==> src/rtl/manta_bus_pkg.sv <==
// Shared register-bus types for the manta core chain and its arbiter.
// Tags carry a 3-bit index, enough for the 8-requester maximum.
package manta_bus_pkg;
    localparam int BUS_ADDR_W = 16;
    localparam int BUS_DATA_W = 16;
    localparam int IDX_W      = 3;

    typedef struct packed {
        logic [BUS_ADDR_W-1:0] addr;
        logic [BUS_DATA_W-1:0] data;
        logic                  rw;
        logic                  valid;
    } bus_txn_t;

    typedef struct packed {
        logic             valid;
        logic [IDX_W-1:0] idx;
    } tag_t;
endpackage

==> src/rtl/rr_arbiter.sv <==
// Combinational round-robin pick: first pending slot after last_i, wrapping.
import manta_bus_pkg::*;

module rr_arbiter #(
    parameter int NUM_REQ = 2
) (
    input  logic [NUM_REQ-1:0] pend_i,
    input  logic [IDX_W-1:0]   last_i,
    output logic [NUM_REQ-1:0] gnt_o,
    output logic [IDX_W-1:0]   gnt_idx_o,
    output logic               gnt_vld_o
);
    // Two ascending passes: indices above last_i first, then the wrap-around.
    always_comb begin
        gnt_o     = '0;
        gnt_idx_o = '0;
        gnt_vld_o = 1'b0;
        for (int i = 0; i < NUM_REQ; i++) begin
            if (!gnt_vld_o && pend_i[i] && (i > int'(last_i))) begin
                gnt_vld_o = 1'b1;
                gnt_o[i]  = 1'b1;
                gnt_idx_o = IDX_W'(i);
            end
        end
        for (int i = 0; i < NUM_REQ; i++) begin
            if (!gnt_vld_o && pend_i[i] && (i <= int'(last_i))) begin
                gnt_vld_o = 1'b1;
                gnt_o[i]  = 1'b1;
                gnt_idx_o = IDX_W'(i);
            end
        end
    end
endmodule

==> src/rtl/bus_arbiter.sv <==
// Shares the register bus among NUM_REQ requesters, tags each issued
// transaction and routes the chain's echoed response back to its owner.
import manta_bus_pkg::*;

module bus_arbiter #(
    parameter int NUM_REQ     = 2,
    parameter int BUS_LATENCY = 1
) (
    input  logic                          clk,
    input  logic                          rst,
    input  logic [BUS_ADDR_W*NUM_REQ-1:0] req_addr_i,
    input  logic [BUS_DATA_W*NUM_REQ-1:0] req_data_i,
    input  logic [NUM_REQ-1:0]            req_rw_i,
    input  logic [NUM_REQ-1:0]            req_valid_i,
    output logic [NUM_REQ-1:0]            req_pending_o,
    output logic [NUM_REQ-1:0]            req_overflow_o,
    output logic [BUS_ADDR_W-1:0]         addr_o,
    output logic [BUS_DATA_W-1:0]         data_o,
    output logic                          rw_o,
    output logic                          valid_o,
    input  logic [BUS_DATA_W-1:0]         data_i,
    input  logic                          rw_i,
    input  logic                          valid_i,
    output logic [BUS_DATA_W-1:0]         resp_data_o,
    output logic                          resp_rw_o,
    output logic [NUM_REQ-1:0]            resp_valid_o,
    output logic                          orphan_o
);
    bus_txn_t slot_q [NUM_REQ];
    bus_txn_t slot_d [NUM_REQ];
    bus_txn_t out_q, out_d;
    tag_t     tag_q [BUS_LATENCY+1];
    tag_t     tag_d [BUS_LATENCY+1];
    tag_t     tail;

    logic [NUM_REQ-1:0]    ovf_q, ovf_d;
    logic [IDX_W-1:0]      last_q, last_d;
    logic [NUM_REQ-1:0]    resp_vld_q, resp_vld_d;
    logic [BUS_DATA_W-1:0] resp_data_q, resp_data_d;
    logic                  resp_rw_q, resp_rw_d;
    logic                  orphan_q, orphan_d;

    logic [NUM_REQ-1:0] pend;
    logic [NUM_REQ-1:0] gnt;
    logic [IDX_W-1:0]   gnt_idx;
    logic               gnt_vld;

    always_comb begin
        for (int i = 0; i < NUM_REQ; i++) pend[i] = slot_q[i].valid;
    end

    rr_arbiter #(.NUM_REQ(NUM_REQ)) u_rr (
        .pend_i    (pend),
        .last_i    (last_q),
        .gnt_o     (gnt),
        .gnt_idx_o (gnt_idx),
        .gnt_vld_o (gnt_vld)
    );

    assign tail = tag_q[BUS_LATENCY];

    always_comb begin
        slot_d = slot_q;
        ovf_d  = '0;
        out_d  = '0;
        last_d = gnt_vld ? gnt_idx : last_q;
        for (int i = 0; i < NUM_REQ; i++) begin
            if (gnt[i]) begin
                out_d          = slot_q[i];
                slot_d[i].valid = 1'b0;
            end
            // A grant in the same cycle frees the slot, so the refill is legal.
            if (req_valid_i[i]) begin
                if (slot_q[i].valid && !gnt[i]) begin
                    ovf_d[i] = 1'b1;
                end else begin
                    slot_d[i].addr  = req_addr_i[BUS_ADDR_W*i +: BUS_ADDR_W];
                    slot_d[i].data  = req_data_i[BUS_DATA_W*i +: BUS_DATA_W];
                    slot_d[i].rw    = req_rw_i[i];
                    slot_d[i].valid = 1'b1;
                end
            end
        end

        tag_d[0].valid = gnt_vld;
        tag_d[0].idx   = gnt_idx;
        for (int s = 1; s <= BUS_LATENCY; s++) tag_d[s] = tag_q[s-1];

        resp_vld_d  = '0;
        resp_data_d = '0;
        resp_rw_d   = 1'b0;
        orphan_d    = valid_i && !tail.valid;
        if (valid_i && tail.valid) begin
            resp_data_d = data_i;
            resp_rw_d   = rw_i;
            for (int i = 0; i < NUM_REQ; i++)
                resp_vld_d[i] = (tail.idx == IDX_W'(i));
        end
    end

    always_ff @(posedge clk or posedge rst) begin
        if (rst) begin
            for (int i = 0; i < NUM_REQ; i++) slot_q[i] <= '0;
            for (int s = 0; s <= BUS_LATENCY; s++) tag_q[s] <= '0;
            out_q       <= '0;
            ovf_q       <= '0;
            last_q      <= IDX_W'(NUM_REQ-1);
            resp_vld_q  <= '0;
            resp_data_q <= '0;
            resp_rw_q   <= 1'b0;
            orphan_q    <= 1'b0;
        end else begin
            slot_q      <= slot_d;
            tag_q       <= tag_d;
            out_q       <= out_d;
            ovf_q       <= ovf_d;
            last_q      <= last_d;
            resp_vld_q  <= resp_vld_d;
            resp_data_q <= resp_data_d;
            resp_rw_q   <= resp_rw_d;
            orphan_q    <= orphan_d;
        end
    end

    assign req_pending_o  = pend;
    assign req_overflow_o = ovf_q;
    assign addr_o         = out_q.addr;
    assign data_o         = out_q.data;
    assign rw_o           = out_q.rw;
    assign valid_o        = out_q.valid;
    assign resp_data_o    = resp_data_q;
    assign resp_rw_o      = resp_rw_q;
    assign resp_valid_o   = resp_vld_q;
    assign orphan_o       = orphan_q;
endmodule

==> config.mk <==
export PLATFORM = sky130hd
export DESIGN_NAME = bus_arbiter
export DESIGN_NICKNAME = d
export VERILOG_FILES = /design/src/rtl/manta_bus_pkg.sv /design/src/rtl/rr_arbiter.sv /design/src/rtl/bus_arbiter.sv
export SDC_FILE = /design/constraint.sdc
export NUM_CORES = 1
export LEC_CHECK = 0
export ABC_AREA = 1
export CORE_MARGIN = 5
export CORE_UTILIZATION = 48
export DETAILED_ROUTE_END_ITERATION = 10
export PLACE_DENSITY = 0.92
export SYNTH_ARGS = -nofsm -noshare
export SYNTH_HDL_FRONTEND = slang
export SYNTH_SLANG_ARGS = --single-unit
==> constraint.sdc <==
create_clock -name clk -period 7.2 [get_ports clk]
set_input_delay 1.8 -clock clk [delete_from_list [all_inputs] [get_ports clk]]
set_output_delay 1.8 -clock clk [all_outputs]
set_load 0.005 [all_outputs]
==> results_dict.tcl, run 1 <==
set metrics [dict create \
    drcViolationCount 0 \
    finClkSkew_ns 0.009637 \
    yosysSeqAreaShare 0.6673 \
    root_buffer "clkbuf_8" \
    hold_viol_final 0 \
    synth_edf_count 0 \
    dp.cells 768 \
    whs_path_depth 0 \
    nNetsFinal 742 \
    critPathMaxFanout 35 \
    clk_latency_ns 0.51 \
    setup_viol 0 \
    yosys_warnings 0 \
    grt_max_degree 68 \
    avgSynthCellArea_sq_um 9.343 \
    tns_ns 0 \
    use_met2 0.3908 \
    first_iter_violations 178 \
    grt.overflow.total 0 \
    clk_pin_slew_ns 0.06 \
    dieArea_sq_um 12100 \
    p_clk_frac 0.324 \
    worst_hold_path_type "flop to flop" \
    r2r_setup_slack_ns 4.38 \
    synth_cells 514 \
    path_class "input port to flop" \
    power_frac_comb 0.248 \
    grt_usage 0.2223 \
    cts_buffers 17 \
    grt_pass1_vias 4207 \
    fmax_ghz 0.2840 \
    synth_most_common_cell "nand2_1" \
    arrival_ns 3.91 \
    p_per_area_nw_per_um2 344.4 \
    max_cap_viol_count 0 \
    htreeDepth 4 \
    postCtsSetupRepairBufs 0 \
    ys_ff_latch 128 \
    drive_above_1_share 0.06165 \
    via_count 4011 \
    start_util 0.4913 \
    worstPathRequired_ns 7.59 \
    switchingPower_mw 0.6927 \
    internal_power_mw 1.666 \
    diodes 0 \
    grt_use_met3 0.07222 \
    rsz0062_at_grt "no" \
    dp_hpwl_microns 8724 \
    cts_sinks 128 \
    tightest_slew_ns 1.256 \
    period_share 0.4891 \
    final_max_slew_viol_count 0 \
    cts_hold_buf 0 \
    vdd_drop_max_mv 0.1434 \
    route.antenna.remaining_nets 0 \
    async_flop_share 1.000 \
    io_buffers 145 \
    busiest_layer "met2" \
    fin_cells 798 \
    finalCriticalPeriod_ns 3.521 \
    synth_top_cells_by_count "238 x nand2_1, 127 x dfrtp_1, 66 x nand3_1" \
    wirelength_microns 12880 \
    antenna_found_initial 0 \
    synth.area.top_cells "dfrtp_1 66%, nand2_1 19%, nand3_1 6.9%" \
    die_h_microns 110.0 \
    p_sw_frac 0.2937 \
    synthToLayoutAreaGrowth_pct 42.60 \
    fp-row-count 36 \
    grt_pass1_wl_microns 20350 \
    dieWidth_microns 110.0 \
    grt_use_met1 0.2546 \
    cts_tree "built" \
    ys_types 14 \
    maxSlewHeadroom 0.1608 \
    syn_area_sq_um 4802 \
    power_frac_seq 0.428 \
    avgRoutedWirePerCell_microns 16.13 \
    status "completed" \
    io_pins 146 \
    synth_top_area_share 0.6618 \
    syn_nets 602 \
    cp-start-kind "input port" \
    core_region_area_sq_um 9774 \
    leakage_nw 3.483 \
    postCtsResizedCells 0 \
    place_congestion 0.7749 \
    synth_top_flop_cell "dfrtp_1" \
    worstSetupEndpointType "flop" \
    vias_per_cell 5.026 \
    reg2reg_depth 4 \
    clockBufferDepth 2 \
    synth_top_area_cell "dfrtp_1" \
    drt-pass1-iter-count 5 \
]
## registers in the layout, indices dropped and copies added (netlist names)
signal and flops:
addr_o 16, data_o 16, last_q 1, orphan_o 1, req_overflow_o 2, req_pending_o 2
resp_data_o 16, resp_rw_o 1, resp_valid_o 2, rw_o 1, slot_q 66, tag_d 1
tag_q 2, valid_o 1
## placed cells by master (no fill, tap or decap), drive strengths merged
cell type / instances
inv: 26
clkbuf: 19
nor2: 23
bufinv: 1
clkinv: 5
a21oi: 2
nand3: 68
dfstp: 1
nand2: 238
clkdlybuf4s50: 145
buf: 5
clkinvlp: 5
dfrtp: 127
## worst max-delay path, cell delays in order
cell and delay [ns]:
clkdlybuf4s50_1 0.46, buf_4 0.38, nand2_1 0.85, nand2_1 0.31
nand2_1 0.10
## final timing paths
kind,from,endpoint
max,req_valid_i[1],slot_q[25]
min,tag_d[0],tag_q[0]
max reg2reg,req_pending_o[1],slot_q[25]
min reg2reg,tag_d[0],tag_q[0]
max in group asynchronous,rst,tag_q[0]
min in group asynchronous,rst,orphan_o
## per-stage QoR
stage / utilization / total power [mW] / worst slack (ns) / hold WS [ns] / instance area, sq um
2_1_floorplan: - / 1.278 / 1.989 / 0.3312 / 4802
3_3_place_gp: 0.6459 / 1.563 / 3.297 / 0.3328 / 6314
3_5_place_dp: 0.6459 / 1.602 / 3.260 / 0.3478 / 6314
4_1_cts: 0.7006 / 2.377 / 3.743 / 0.3606 / 6848
5_1_grt: 0.7006 / 2.484 / 3.603 / 0.3623 / 6848
6_report: 0.7006 / 2.359 / 3.679 / 0.3626 / 6848
## logic make-up after synthesis
family          share of synthesized area
compound gates                   0.002865
buf+inv                           0.05237
flops                              0.6673
simple gates                       0.2775
## final cells by class
class	count	area, sq um
repair buffers	150	1489
fillers	708	2927
multi-input cells	331	1354
clock buffers	19	441.7
flip-flops and latches	128	3204
inverters	26	100.1
clock inverters	11	92.59
well taps	133	166.4
## metal layers
| metal | routed length [microns] | share of wire |
|---|---|---|
| met1 | 4767 | 0.37 |
| met4 | 184 | 0.014 |
| met2 | 6569 | 0.51 |
| met3 | 1355 | 0.11 |
| met5 | 0 | 0 |
## power groups by stage
stage                     registers (mW)  logic (mW)  clock network, mW
after floorplan                     1.00       0.274                  0
after global placement              1.01       0.557                  0
after detailed placement            1.02       0.585                  0
after CTS                           1.01       0.592              0.776
after global routing                1.03       0.647              0.807
final                               1.01       0.584              0.765
No activity file was read; power rests on OpenSTA's default activity.
==> run 2, diff against run 1 <==
--- a/config.mk
+++ b/config.mk
@@ -7,9 +7,9 @@
 export LEC_CHECK = 0
 export ABC_AREA = 1
 export CORE_MARGIN = 5
-export CORE_UTILIZATION = 48
+export CORE_UTILIZATION = 47
 export DETAILED_ROUTE_END_ITERATION = 10
-export PLACE_DENSITY = 0.92
+export PLACE_DENSITY = 0.9
 export SYNTH_ARGS = -nofsm -noshare
 export SYNTH_HDL_FRONTEND = slang
 export SYNTH_SLANG_ARGS = --single-unit
==> constraint.sdc (replaced) <==
create_clock -name clk -period 3.5 [get_ports clk]
set_input_delay 0.875 -clock clk [delete_from_list [all_inputs] [get_ports clk]]
set_output_delay 0.875 -clock clk [all_outputs]
set_load 0.005 [all_outputs]
==> run 2 against run 1 <==
Net effect: clock-buffer cell count grew 7; core utilization shrank 1.3 points; final cell count grew 1.1%; worst hold slack lost 0.0076 ns; sequential power grew 100%; flip-flop and latch count is the same; critical path depth shrank 4; die area grew 1.9%; highest routed layer unchanged; routed wire length shrank 0.74%; final area grew 1.7%; largest power group unchanged; critical endpoint is now req_pending_o[1].
==> results_dict.tcl, run 2 (synthesized netlist as in run 1, its figures left out) <==
set metrics [dict create \
    drcViolationCount 0 \
    cts_buffers 17 \
    post-place-ws_ns 0.9329 \
    core_region_area_sq_um 10140 \
    r2r_setup_slack_ns 1.54 \
    slowest_delay_ns 0.55 \
    cts_tree "built" \
    cp.depth 1 \
    grt_pass1_wl_microns 21000 \
    finalCriticalPeriod_ns 2.414 \
    critPathMaxFanout 5 \
    internal_power_mw 3.649 \
    drt-pass1-iter-count 4 \
    dieArea_sq_um 12340 \
    vdd_drop_max_mv 0.3099 \
    tightest_slew_ns 1.145 \
    clk_pin_slew_ns 0.06 \
    grt_usage 0.2170 \
    p_sw_frac 0.2789 \
    setup_viol 0 \
    cp-start-kind "flop" \
    dp.cells 776 \
    worst_hold_path_type "flop to flop" \
    top_register "slot_q" \
    layout_common_cells "238 x nand2_1, 145 x clkdlybuf4s50_1, 127 x dfrtp_1" \
    finish.utilization 0.6872 \
    p_per_area_nw_per_um2 726.4 \
    grt_max_degree 46 \
    cts_hold_buf 0 \
    fmax_ghz 0.4143 \
    reg2reg_depth 6 \
    whs_path_depth 0 \
    htreeDepth 4 \
    io_pins 146 \
    dieWidth_microns 111.1 \
    vias_per_cell 4.938 \
    slowest_stage "clkdlybuf4s50_1" \
    route.antenna.remaining_nets 0 \
    largest_reg_flops 66 \
    root_buffer "clkbuf_8" \
    first_iter_violations 232 \
    place_congestion 0.7944 \
    power_frac_seq 0.410 \
    layout_commonest_cell "nand2_1" \
    postCtsResizedCells 0 \
    path_class "flop to output port" \
    fin_cells 807 \
    final_max_slew_viol_count 0 \
    tns_ns 0 \
    start_util 0.4737 \
    crit_family "buffers and inverters" \
    period_share 0.6897 \
    antenna_found_initial 0 \
    grt.overflow.total 0 \
    postCtsSetupRepairBufs 0 \
    hold_viol_final 0 \
    fp-row-count 37 \
    maxSlewHeadroom 0.2347 \
    die_h_microns 111.1 \
    via_count 3985 \
    diodes 0 \
    dp_hpwl_microns 8683 \
    arrival_ns 1.54 \
    nNetsFinal 747 \
    avgRoutedWirePerCell_microns 15.84 \
    grt_pass1_vias 4275 \
    clockBufferDepth 2 \
    setup_ws_ns 1.086 \
    io_buffers 145 \
    status "completed" \
    clk_latency_ns 0.51 \
    cts_sinks 128 \
    fin_total_pwr_mw 5.061 \
    wirelength_microns 12780 \
    worstSetupEndpointType "output port" \
    switchingPower_mw 1.411 \
    max_cap_viol_count 0 \
    drive_above_1_share 0.06408 \
    finClkSkew_ns 0.007571 \
    rsz0062_at_grt "no" \
    power_frac_comb 0.241 \
    worstPathRequired_ns 2.62 \
    synthToLayoutAreaGrowth_pct 45.08 \
    crit_chain "clkdlybuf4s50_1" \
    critPathBufInv 1 \
    p_clk_frac 0.349 \
    leakage_nw 3.549 \
]
==> run 2: layout make-up <==
type | instances | area, sq um
well taps | 136 | 170.2
inverters | 26 | 101.3
clock inverters | 5 | 100.1
clock buffers | 26 | 498.0
repair buffers | 155 | 1539
fillers | 708 | 3172
flip-flops and latches | 128 | 3204
multi-input cells | 331 | 1354
==> run 2: per-layer routing <==
layer  vias to the layer above  wire length (microns)  GRT usage
met5                         -                      0          0
met4                         0                    206    0.08678
met3                        22                    981    0.06932
met2                       205                   6574     0.3734
met1                      1889                   5017     0.2519
li1                       1869                      -          -
==> run 2: path summary, 6_finish.rpt <==
kind	startpoint	to
setup / recovery	req_pending_o[1]	req_pending_o[1]
hold / removal	tag_d[0]	tag_q[0]
setup reg to reg	last_q[0]	slot_q[26]
hold reg to reg	tag_d[0]	tag_q[0]
max in group asynchronous	rst	slot_q[61]
min in group asynchronous	rst	slot_q[28]
==> run 2: per-stage QoR <==
| step | cell area (sq um) | hold slack [ns] |
|---|---|---|
| final | 6967 | 0.3549 |
| after global routing | 6967 | 0.3630 |
| after CTS | 6967 | 0.3595 |
| after detailed placement | 6369 | 0.3471 |
| after global placement | 6369 | 0.3317 |
| after floorplan | 4806 | 0.3312 |
==> run 2: power by group through the flow <==
stage	Clock [mW]	Combinational, mW	Sequential [mW]
floorplan	0	0.563	2.07
global placement	0	1.16	2.07
detailed placement	0	1.22	2.09
CTS	1.79	1.23	2.07
global route	1.87	1.35	2.11
finish	1.77	1.22	2.07
